## src/rtl/tage_pkg.sv

```systemverilog
// Shared types and defaults for the TAGE predictor and its update scheduler.
package tage_pkg;

    localparam int TAGE_IDX_W         = 32;
    localparam int TAGE_DEF_DEPTH      = 4;
    localparam int TAGE_DEF_AGE_PERIOD = 256;

    typedef struct packed {
        logic [TAGE_IDX_W-1:0] idx;
        logic                  taken;
        logic                  correct;
    } resolution_t;

    typedef enum logic {
        RUN = 1'b0,
        AGE = 1'b1
    } sched_state_e;

endpackage

```

## src/rtl/sync_fifo.sv

```systemverilog
// Small synchronous FIFO with valid/ready push, pop strobe and occupancy count.
module sync_fifo #(
    parameter type T     = logic [7:0],
    parameter int  DEPTH = 4
) (
    input  logic                       clk_i,
    input  logic                       rst_i,
    input  logic                       push_valid_i,
    output logic                       push_ready_o,
    input  T                           push_data_i,
    input  logic                       pop_i,
    output T                           head_o,
    output logic                       empty_o,
    output logic [$clog2(DEPTH+1)-1:0] count_o
);

    localparam int PW = $clog2(DEPTH);
    localparam int CW = $clog2(DEPTH+1);

    T                memQ [DEPTH];
    logic [PW-1:0]   wrPtrQ, wrPtrD;
    logic [PW-1:0]   rdPtrQ, rdPtrD;
    logic [CW-1:0]   countQ, countD;
    logic            doPush, doPop;

    // Ready depends only on stored occupancy, so a full FIFO refuses a push
    // even when it is being drained in the same cycle.
    assign push_ready_o = (countQ < CW'(DEPTH));
    assign empty_o      = (countQ == '0);
    assign doPush       = push_valid_i && push_ready_o;
    assign doPop        = pop_i && !empty_o;
    assign head_o       = memQ[rdPtrQ];
    assign count_o      = countQ;

    always_comb begin
        wrPtrD = wrPtrQ;
        rdPtrD = rdPtrQ;
        countD = countQ;
        if (doPush) wrPtrD = wrPtrQ + 1'b1;
        if (doPop)  rdPtrD = rdPtrQ + 1'b1;
        if (doPush && !doPop)      countD = countQ + 1'b1;
        else if (doPop && !doPush) countD = countQ - 1'b1;
    end

    always_ff @(posedge clk_i) begin
        if (rst_i) begin
            wrPtrQ <= '0;
            rdPtrQ <= '0;
            countQ <= '0;
        end else begin
            wrPtrQ <= wrPtrD;
            rdPtrQ <= rdPtrD;
            countQ <= countD;
        end
    end

    always_ff @(posedge clk_i) begin
        if (doPush) memQ[wrPtrQ] <= push_data_i;
    end

endmodule

```

## src/rtl/tage_update_sched.sv

```systemverilog
// Feeds buffered branch resolutions into the predictor's single update port in
// lookup-free cycles and interleaves the periodic useful-counter aging pulse.
module tage_update_sched
    import tage_pkg::*;
#(
    parameter int DEPTH      = TAGE_DEF_DEPTH,
    parameter int IDX_W      = TAGE_IDX_W,
    parameter int AGE_PERIOD = TAGE_DEF_AGE_PERIOD
) (
    input  logic                       clk_i,
    input  logic                       rst_i,
    input  logic                       res_valid_i,
    input  logic [IDX_W-1:0]           res_idx_i,
    input  logic                       res_taken_i,
    input  logic                       res_correct_i,
    output logic                       res_ready_o,
    input  logic                       lookup_en_i,
    output logic                       upd_en_o,
    output logic [IDX_W-1:0]           upd_idx_o,
    output logic                       upd_taken_o,
    output logic                       upd_correct_o,
    output logic                       age_en_o,
    output logic                       age_lane_o,
    output logic [$clog2(DEPTH+1)-1:0] count_o
);

    localparam int CNT_W = $clog2(AGE_PERIOD);

    sched_state_e   stateQ, stateD;
    logic [CNT_W-1:0] issueCntQ, issueCntD;
    logic           laneQ, laneD;
    resolution_t    pushData, headData;
    logic           fifoEmpty;
    logic           updEn, ageEn;

    assign pushData.idx     = TAGE_IDX_W'(res_idx_i);
    assign pushData.taken   = res_taken_i;
    assign pushData.correct = res_correct_i;

    sync_fifo #(
        .T     (resolution_t),
        .DEPTH (DEPTH)
    ) u_fifo (
        .clk_i        (clk_i),
        .rst_i        (rst_i),
        .push_valid_i (res_valid_i),
        .push_ready_o (res_ready_o),
        .push_data_i  (pushData),
        .pop_i        (updEn),
        .head_o       (headData),
        .empty_o      (fifoEmpty),
        .count_o      (count_o)
    );

    assign upd_en_o      = updEn;
    assign age_en_o      = ageEn;
    assign age_lane_o    = laneQ;
    assign upd_idx_o     = fifoEmpty ? '0 : IDX_W'(headData.idx);
    assign upd_taken_o   = !fifoEmpty && headData.taken;
    assign upd_correct_o = !fifoEmpty && headData.correct;

    // Lookups own the single-ported tables, so both strobes yield to them.
    always_comb begin
        stateD    = stateQ;
        issueCntD = issueCntQ;
        laneD     = laneQ;
        updEn     = 1'b0;
        ageEn     = 1'b0;
        case (stateQ)
            RUN: begin
                updEn = !fifoEmpty && !lookup_en_i;
                if (updEn) begin
                    issueCntD = issueCntQ + 1'b1;
                    if (issueCntQ == CNT_W'(AGE_PERIOD - 1)) stateD = AGE;
                end
            end
            AGE: begin
                ageEn = !lookup_en_i;
                if (ageEn) begin
                    laneD  = !laneQ;
                    stateD = RUN;
                end
            end
            default: stateD = RUN;
        endcase
    end

    always_ff @(posedge clk_i) begin
        if (rst_i) begin
            stateQ    <= RUN;
            issueCntQ <= '0;
            laneQ     <= 1'b0;
        end else begin
            stateQ    <= stateD;
            issueCntQ <= issueCntD;
            laneQ     <= laneD;
        end
    end

endmodule

```

## config.mk

```make
export PLATFORM = sky130hd
export DESIGN_NAME = tage_update_sched
export DESIGN_NICKNAME = d
export VERILOG_FILES = /design/src/rtl/tage_pkg.sv /design/src/rtl/sync_fifo.sv /design/src/rtl/tage_update_sched.sv
export SDC_FILE = /design/constraint.sdc
export NUM_CORES = 1
export LEC_CHECK = 0
export ABC_AREA = 1
export CAP_MARGIN = 15
export CORE_MARGIN = 8
export CORE_UTILIZATION = 54
export DETAILED_ROUTE_END_ITERATION = 12
export PLACE_DENSITY = 0.84
export SLEW_MARGIN = 5
export SYNTH_ARGS = -nofsm -noshare
export SYNTH_HDL_FRONTEND = slang
export SYNTH_SLANG_ARGS = --single-unit
```

## constraint.sdc

```tcl
create_clock -name clk_i -period 3 [get_ports clk_i]
set_clock_uncertainty 0.15 [all_clocks]
set_input_delay 0.6 -clock clk_i [delete_from_list [all_inputs] [get_ports clk_i]]
set_output_delay 0.6 -clock clk_i [all_outputs]
set_load 0.05 [all_outputs]
```

==> run metrics, run 1 <==
outcome finished clean; first-pass GRT wire length 20600 um; dpl hpwl about 8000 um; Final setup viols 0; Ys Warns 0; kind of critical path reg -> out; Area Overhead vs Synth 29.5%; CTS tree yes; Total Neg Setup Slack 0 ns; FF-to-FF setup slack slightly below 0.9 ns; relative slew slack about 50%; clk sinks approximately 160; fin crit share a little over nine tenths; routability cong. between 0.7 and 0.8; Post-Route WL roughly 13000 um; met2 Resource Use GR 31.2%; later-pin clock latency in the skew report roughly 0.41 ns; Root Buffer clkbuf_16; critical path depth 5; final hold violation count 0; Die H between 100 and 150 um; port buffer count between 70 and 80; Final ANT Viol Nets 0; effective utilization at floorplan a little over half; Worst-Margin Slew ~0.73 ns; DRT Pass-1 Iters 5; CP Max Fanout 34; final std cells w/o fill 772; slowest cell delay on critical path 0.55 ns; FMAX 0.356 GHz; Overall Global Routing Usage 17.9%; layout cells sized above 1 14.9%; post-synth net total 576; Syn Inst Count 531; initial antenna violation count 0; Buffers & Inverters on Critical Path 2; Max Cap Viol 0; RSZ-0062 raised after global routing no; Leak between 0.002 and 0.003 uW; worst r2r dst u_fifo.count_o[2]; Die ar. between 15000 and 20000 um2; Residual DRC 0; Site Rows 39; dominant cell type by area after synthesis edfxtp_1; met1 Use GR 20.5%; reg2reg start u_fifo.count_o[0]; mean post-synth cell area roughly 12 um2; vias in the first global route 4205; FILL cells 778; vias between 4000 and 5000; io pins just under 80; Die Wd roughly 120 um; Yosys reg bits 155; most frequent cells in the layout nor2_1, edfxtp_1, o21ai_0; cell total after placement roughly 740; hold_ws between 0.3 and 0.4 ns; worst path required time between 2 and 2.5 ns; synth unique cells 26; cell with the largest stage delay on the worst path inv_2; Via density around 5.4; Clock transition at path regs approximately 0.06 ns; Crit. End Element output pin; Hold Crit Class reg -> reg; worst r2r path cells 10; CP endpoint upd_idx_o[21]; CP Cell Sequence nor2_2 -> nand2_1 -> inv_2 -> a21oi_1 -> buf_12; TritonCTS buffer count 17; Final min period between 2 and 3 ns; number of diodes 0; Nets 661; Area after DPL 7490 um2; grt total ovfl 0; average routed wire per standard cell about 17 um; Crit path arrival time around 2 ns; Peak VDD IR roughly 0.85 mV; post-synth top area share 65.4%; largest net degree at the start of global routing 43; DRT iter0 DRCs 340; final worst setup slack between 0.15 and 0.2 ns; register area share after synthesis a little under three quarters; Critical path origin u_fifo.count_o[0]; max-slew violations 0; Setup crit start kind register; maximum clock path buffer count 2; Pwr per Cell Area 1040 nW/um2; Netlist Area Pre-Place around 6200 um2; largest cells by area after synthesis edfxtp_1, nor2_1, dfxtp_1; met3 global-route usage around 5.3%; Layout Cell Area excl Fill 8090 um2; Most Crowded Layer GR met2; delay-heaviest family, CP buffers and inverters; Setup WS pre-CTS 0.0646 ns; commonest non-fill, non-tap cell in the layout nor2_1; H-tree levels 4; total core area 11400 um2
repair_timing:
| item | CTS | global route |
|---|---|---|
| hold buffers | 0 | 0 |
| gates resized for setup | 2 | 1 |
| endpoints found under the setup margin | 34 | 3 |
| gates cloned | 0 | 0 |
| buffers inserted | 0 | 1 |
registers in the layout, indices dropped and copies added, names as in the netlist, named ones only:
| register | cells |
|---|---|
| u_fifo.memQ | 136 |
| issueCntQ | 8 |
| u_fifo.count_o | 3 |
| u_fifo.rdPtrQ | 2 |
| u_fifo.wrPtrQ | 2 |
| age_lane_o | 1 |
| stateQ | 1 |
worst min path at each step:
stage                                 from  endpoint  slack [ns]  cells after the start
after floorplan           u_fifo.rdPtrQ[1]  register        0.28                      2
after global placement    u_fifo.rdPtrQ[1]  register        0.29                      2
after detailed placement  u_fifo.rdPtrQ[1]  register        0.31                      2
after CTS                 u_fifo.rdPtrQ[1]  register        0.32                      2
after global routing                stateQ    stateQ        0.34                      2
final                     u_fifo.rdPtrQ[1]  register        0.31                      2
power by group:
group          internal (uW)  leakage [uW]  total [uW]  switching [uW]
logic                   1450       0.00120        3660            2210
clock network           1200      0.000260        2010             808
registers               2600       0.00140        2720             123
total                   5250       0.00286        8390            3140
synth_stat cells:
library cell	count
nor3_1	1
dfxtp_1	19
xor2_1	1
clkbuf_2	4
nand3_1	6
edfxtp_1	136
fa_1	1
ha_1	6
nor2_1	159
nor2_2	1
a21oi_2	1
buf_6	4
nand2_2	1
buf_4	5
o21ai_0	57
inv_1	21
o21bai_1	1
nand4_1	2
xnor2_1	2
o21ai_1	20
buf_2	11
nand2_1	21
a21oi_1	44
inv_2	4
buf_8	2
buf_12	1
metrics by stage:
stage	util [%]	power (uW)
floorplan	-	4780
global placement	65.9	6350
detailed placement	65.9	6420
CTS	71.0	8440
global route	71.1	8720
finish	71.1	8390
final cells by class:
type | instances | area, um2 | area share (%)
Clock inverter | 10 | 93.8 | 1.16
Inverter | 25 | 96.3 | 1.19
Tap cell | 143 | 179 | 2.21
Timing Repair Buffer | 93 | 1260 | 15.6
Sequential cell | 155 | 4470 | 55.3
Multi-Input combinational cell | 324 | 1510 | 18.7
Clock buffer | 22 | 474 | 5.87
metal layers:
metal / up-vias / part of all wire [%]
met5: - / 0
met4: 0 / 1.0
met3: 13 / 7.5
met2: 159 / 52
met1: 2020 / 39
li1: 2005 / -
worst min-delay path: cells and delay by family (launching register included):
kind,cells,cell delay [ns]
compound gates,1,0.06
buf+inv,1,0.05
flops,1,0.31
kinds of logic (layout without fill, tap and decap cells):
kind of cell | after synthesis | in the layout | synth area share [%]
adder cells (fa/ha/maj) | 7 | 7 | 1.52
AO/OA/AOI/OAI | 123 | 123 | 9.96
AND/OR/NAND/NOR | 191 | 191 | 11.8
flip-flops | 155 | 155 | 71.5
buffers and inverters | 52 | 150 | 4.83
XOR/XNOR | 3 | 3 | 0.421
(Power assumes the default switching activity.)
==> run 2: changes to the inputs <==
==> constraint.sdc (replaced) <==
create_clock -name clk_i -period 3 [get_ports clk_i]
set_clock_uncertainty 0.15 [all_clocks]
set_input_delay 0.45 -clock clk_i [delete_from_list [all_inputs] [get_ports clk_i]]
set_output_delay 0.45 -clock clk_i [all_outputs]
set_load 0.05 [all_outputs]
==> run 2 against run 1 <==
Against the previous run: global-route usage rose by 0.12 points; combinational power is essentially flat; critical path depth is the same; clock-buffer cell count down 5; die area unchanged; core utilization fell by 0.41 points; largest power group unchanged.
==> run metrics, run 2 (same netlist as run 1, synthesis figures left out) <==
Largest Register u_fifo.memQ (unchanged); Via density 5.48 (was 5.44); Area Overhead vs Synth 28.7% (was 29.5%); clk sinks 155 (unchanged); Final ANT Viol Nets 0 (unchanged); later-pin clock latency in the skew report 0.41 ns (about the same); Max Cap Viol 0 (unchanged); relative slew slack 50.8% (was 51.4%); maximum clock path buffer count 2 (unchanged); Peak VDD IR 0.709 mV (was 0.846 mV); CP Max Fanout 36 (was 34); largest net degree at the start of global routing 37 (was 43); vias 4222 (was 4197); kind of critical path reg -> out (unchanged); most frequent cells in the layout nor2_1, edfxtp_1, o21ai_0 (unchanged); outcome finished clean (unchanged); CTS tree yes (unchanged); Largest register FFs 136 (unchanged); port buffer count 78 (unchanged); Site Rows 39 (unchanged); Final Util 70.7% (was 71.1%); Die Wd 124 um (unchanged); H-tree levels 4 (unchanged); FILL cells 778 (unchanged); Residual DRC 0 (unchanged); DRT Pass-1 Iters 5 (unchanged); vias in the first global route 4360 (was 4205); average routed wire per standard cell 17.0 um (was 17.3 um); total core area 11400 um2 (unchanged); layout cells sized above 1 14.7% (was 14.9%); Buffers & Inverters on Critical Path 3 (was 2); Hold Crit Class reg -> reg (unchanged); Final setup viols 0 (unchanged); Crit path arrival time 2.27 ns (was 2.06 ns); fin crit share 95.6% (was 93.7%); grt total ovfl 0 (unchanged); delay-heaviest family, CP buffers and inverters (unchanged); max-slew violations 0 (unchanged); Overall Global Routing Usage 18.0% (was 17.9%); cell with the largest stage delay on the worst path inv_2 (unchanged); number of diodes 0 (unchanged); Leak 0.00284 uW (was 0.00286 uW); Crit. End Element output pin (unchanged); CP dominant cell by count buf_12; commonest non-fill, non-tap cell in the layout nor2_1 (unchanged); routability cong. 0.799 (was 0.724); Clock transition at path regs 0.06 ns (about the same); Pwr per Cell Area 1030 nW/um2 (was 1040 nW/um2); first-pass GRT wire length 20900 um (was 20600 um); io pins 79 (unchanged); CTS hold repair buffers 0 (unchanged); worst path required time 2.40 ns (was 2.25 ns); effective utilization at floorplan 54.9% (unchanged); Post-Route WL 13100 um (was 13400 um); CP Cell Sequence inv_2 -> buf_12 -> o21ai_0 -> a21oi_1 -> buf_12 (was nor2_2 -> nand2_1 -> inv_2 -> a21oi_1 -> buf_12); RSZ-0062 raised after global routing no (unchanged); Worst-Margin Slew 0.739 ns (was 0.728 ns); TritonCTS buffer count 17 (unchanged); DRT iter0 DRCs 346 (was 340); hold_ws 0.308 ns (was 0.314 ns); slowest cell delay on critical path 0.47 ns (was 0.55 ns); Nets 659 (was 661); Setup crit start kind register (unchanged); Root Buffer clkbuf_16 (unchanged); Post-CTS Setup Bufs 0 (unchanged); Final min period 2.87 ns (was 2.81 ns); dpl hpwl 8070 um (was 8020 um); Die H 124 um (unchanged); initial antenna violation count 0 (unchanged); final hold violation count 0 (unchanged); FMAX 0.349 GHz (was 0.356 GHz); Die ar. 15300 um2 (unchanged)
==> run 2: changes by cell type in the layout (fill, tap and decap cells not counted), sizes merged <==
cell,change
clkbuf,-5
clkinv,+3
buf,-3
inv,+4
clkdlybuf4s50,+1
clkinvlp,-1
bufinv,-1
==> run 2: layer usage <==
| metal | vias up | GRT usage, % | share of wire, % |
|---|---|---|---|
| met1 | 2026 | 20.3 | 40 |
| met4 | 0 | 7.60 | 1.4 |
| met3 | 20 | 5.16 | 8.3 |
| met2 | 171 | 31.4 | 51 |
| met5 | - | 0 | 0 |
| li1 | 2005 | - | - |
==> run 2: final timing paths <==
check	startpoint	end	slack [ns]	cells after the start
worst min register to register	u_fifo.rdPtrQ[1]	register	0.31	2
worst max-delay path	register	upd_idx_o[22]	0.13	5
worst min-delay path	u_fifo.rdPtrQ[1]	register	0.31	2
worst max register to register	u_fifo.count_o[0]	u_fifo.count_o[2]	0.87	10
==> run 2: stage by stage <==
step	setup WS, ns	instance area, um2	std cells	setup TNS [ns]	power, uW
2_1_floorplan	-0.0749	6240	531	-10.19	4780
3_3_place_gp	0.293	7490	738	0	6350
3_5_place_dp	0.235	7490	738	0	6430
4_1_cts	0.115	8040	770	0	8340
5_1_grt	0.00508	8040	770	0	8620
6_report	0.133	8040	770	0	8290
==> run 2: worst min-delay path, delay by kind of cell, from the launching register on <==
family,cells,cell delay [ns]
DFF,1,0.31
AOI/OAI and AO/OA,1,0.07
buffers and inverters,1,0.05
==> run 2: area by class of cell <==
| cell class | count | area, um2 | area share (%) |
|---|---|---|---|
| Inverter | 25 | 96.3 | 1.20 |
| Clock inverter | 15 | 116 | 1.45 |
| Timing Repair Buffer | 91 | 1240 | 15.4 |
| Multi-Input combinational cell | 324 | 1510 | 18.8 |
| Sequential cell | 155 | 4470 | 55.6 |
| Tap cell | 143 | 179 | 2.23 |
| Clock buffer | 17 | 425 | 5.29 |
==> run 2: report_power, final <==
group	leakage (uW)	switching [uW]	internal (uW)
combinational	0.00119	2200	1440
clock	0.000252	844	1070
sequential	0.00140	142	2600
total	0.00284	3190	5100
==> run 2: what timing repair did <==
| item | 4_1_cts | 5_1_grt |
|---|---|---|
| gates cloned | 0 | 0 |
| pin swaps | 0 | 0 |
| resized for setup | 2 | 2 |
| setup endpoints to repair | 34 | 5 |
==> run 3: changes to the inputs <==
- CORE_UTILIZATION: 54 -> 55
- PLACE_DENSITY: 0.84 -> 0.85
- clock period: 3 -> 3.07 ns (I/O delays scaled with it)
==> run 3 against run 2 <==
Against the previous run: clock-buffer cell count is 4 higher; largest cell class unchanged; critical path depth stayed put; core utilization up 0.72 points; global-route usage up 0.32 points; non-clock buffer count decreased by 3; first-iteration DRC count is 0.29% higher; critical path type unchanged.
==> run metrics, run 3 (same netlist as run 1, synthesis figures left out) <==
routability cong. 0.784 (was 0.799); FMAX between 0.3 and 0.4 GHz; DRT iter0 DRCs 347 (was 346); Final setup viols 0 (unchanged); commonest non-fill, non-tap cell in the layout nor2_1 (unchanged); RSZ-0062 raised after global routing no (unchanged); Crit. End Element output pin (unchanged); initial antenna violation count 1 (was 0); TritonCTS buffer count 17 (unchanged); maximum clock path buffer count 2 (unchanged); Hold Path Depth 2 (unchanged); kind of critical path reg -> out (unchanged); vias in the first global route 4351 (was 4360); CTS tree yes (unchanged); Pwr per Cell Area 1020 nW/um2 (was 1030 nW/um2); max-slew violations 0 (unchanged); DRT Pass-1 Iters 5 (unchanged); number of diodes 0 (unchanged); Die H 123 um (was 124 um); Overall Global Routing Usage 18.3% (was 18.0%); Leak 0.00283 uW (was 0.00284 uW); Setup WS pre-CTS 0.279 ns (was 0.235 ns); Largest register FFs 136 (unchanged); Peak VDD IR 0.679 mV (was 0.709 mV); grt total ovfl 0 (unchanged); clk sinks 155 (unchanged); final hold violation count 0 (unchanged); Residual DRC 0 (unchanged); effective utilization at floorplan 55.4% (was 54.9%); Die ar. 15000 um2 (was 15300 um2); total power 8190 uW (was 8290 uW); layout cells sized above 1 13.6% (was 14.7%); Max Cap Viol 0 (unchanged); io pins 79 (unchanged); CP Max Fanout 35 (was 36); first-pass GRT wire length 21100 um (was 20900 um); cell total after placement 735 (was 738); CTS hold repair buffers 0 (unchanged); Hold Crit Class reg -> reg (unchanged); total core area 11300 um2 (was 11400 um2); Post-Route WL 13300 um (was 13100 um); Site Rows 39 (unchanged); FILL cells 725 (was 778); Final min period between 2 and 3 ns; H-tree levels 4 (unchanged); Area Overhead vs Synth 28.9% (was 28.7%); outcome finished clean (unchanged); largest net degree at the start of global routing 47 (was 37); port buffer count 78 (unchanged); Setup crit start kind register (unchanged); later-pin clock latency in the skew report 0.41 ns (about the same); average routed wire per standard cell 17.4 um (was 17.0 um); most frequent cells in the layout nor2_1, edfxtp_1, o21ai_0 (unchanged); final std cells w/o fill 767 (was 770); hold_ws 0.303 ns (was 0.308 ns); Clock transition at path regs 0.05 ns (was 0.06 ns); Nets 656 (was 659); worst r2r path cells 10 (unchanged); fin crit share 94.1%; Largest Register u_fifo.memQ (unchanged); vias 4230 (was 4222); worst path required time 2.46 ns (was 2.40 ns); Crit path arrival time 2.28 ns (was 2.27 ns); Die Wd 123 um (was 124 um); Via density 5.51 (was 5.48); Final ANT Viol Nets 0 (unchanged); dpl hpwl 8090 um (was 8070 um); relative slew slack 52.0% (was 50.8%); Worst-Margin Slew 0.719 ns (was 0.739 ns); Post-CTS Setup Bufs 0 (unchanged); final worst setup slack 0.181 ns (was 0.133 ns); Root Buffer clkbuf_16 (unchanged)
## run 3: cell count changes in the layout (fill, tap and decap cells not counted), sizes merged
cell / delta
buf: -3
inv: -4
clkinv: -3
clkinvlp: +1
bufinv: +2
clkbuf: +4
## run 3: report_power, final
group | internal (uW) | switching (uW) | leakage, uW
Sequential | 2540 | 137 | 0.00140
Clock | 1190 | 787 | 0.000253
Combinational | 1400 | 2140 | 0.00118
Total | 5130 | 3060 | 0.00283
## run 3: worst max-delay path: stages, from the launching register on
cell     delay, ns
dfxtp_4       0.63
inv_2         0.40
nor2_1        0.25
o21ai_1       0.10
a21oi_1       0.28
buf_12        0.18
## run 3: what timing repair did
action                                  CTS  global route
resized for setup                         1             2
endpoints found under the setup margin   34            14
endpoints found under the hold margin     0             0
## run 3: layout make-up
class                      count  area, um2  area share (%)
timing repair buffer          88       1230            15.3
clock buffer                  21        440            5.47
sequential                   155       4470            55.5
clock inverter                11        123            1.52
multi-input combinational    324       1510            18.7
inverter                      25       93.8            1.17
tap                          143        179            2.22
## run 3: worst paths after layout
path | from | endpoint | slack [ns]
worst max-delay path | register | upd_idx_o[24] | 0.18
worst min-delay path | u_fifo.rdPtrQ[1] | register | 0.30
worst max register to register | u_fifo.count_o[0] | u_fifo.count_o[2] | 0.95
worst min register to register | u_fifo.rdPtrQ[1] | register | 0.30
## run 3: metrics by stage
| stage | TNS [ns] | utilization [%] | instance area (um2) |
|---|---|---|---|
| floorplan | -0.668 | - | 6240 |
| global placement | 0 | 66.4 | 7480 |
| detailed placement | 0 | 66.4 | 7480 |
| CTS | 0 | 71.4 | 8050 |
| global route | 0 | 71.4 | 8050 |
| finish | 0 | 71.4 | 8050 |
## run 3: metal layers
metal  vias up  wire, um  GRT usage [%]
met5         -        17              0
met1      2055      5150           20.4
met2       149      7070           33.2
met3        20       898           4.83
li1       2004         -              -
met4         2       175           6.32
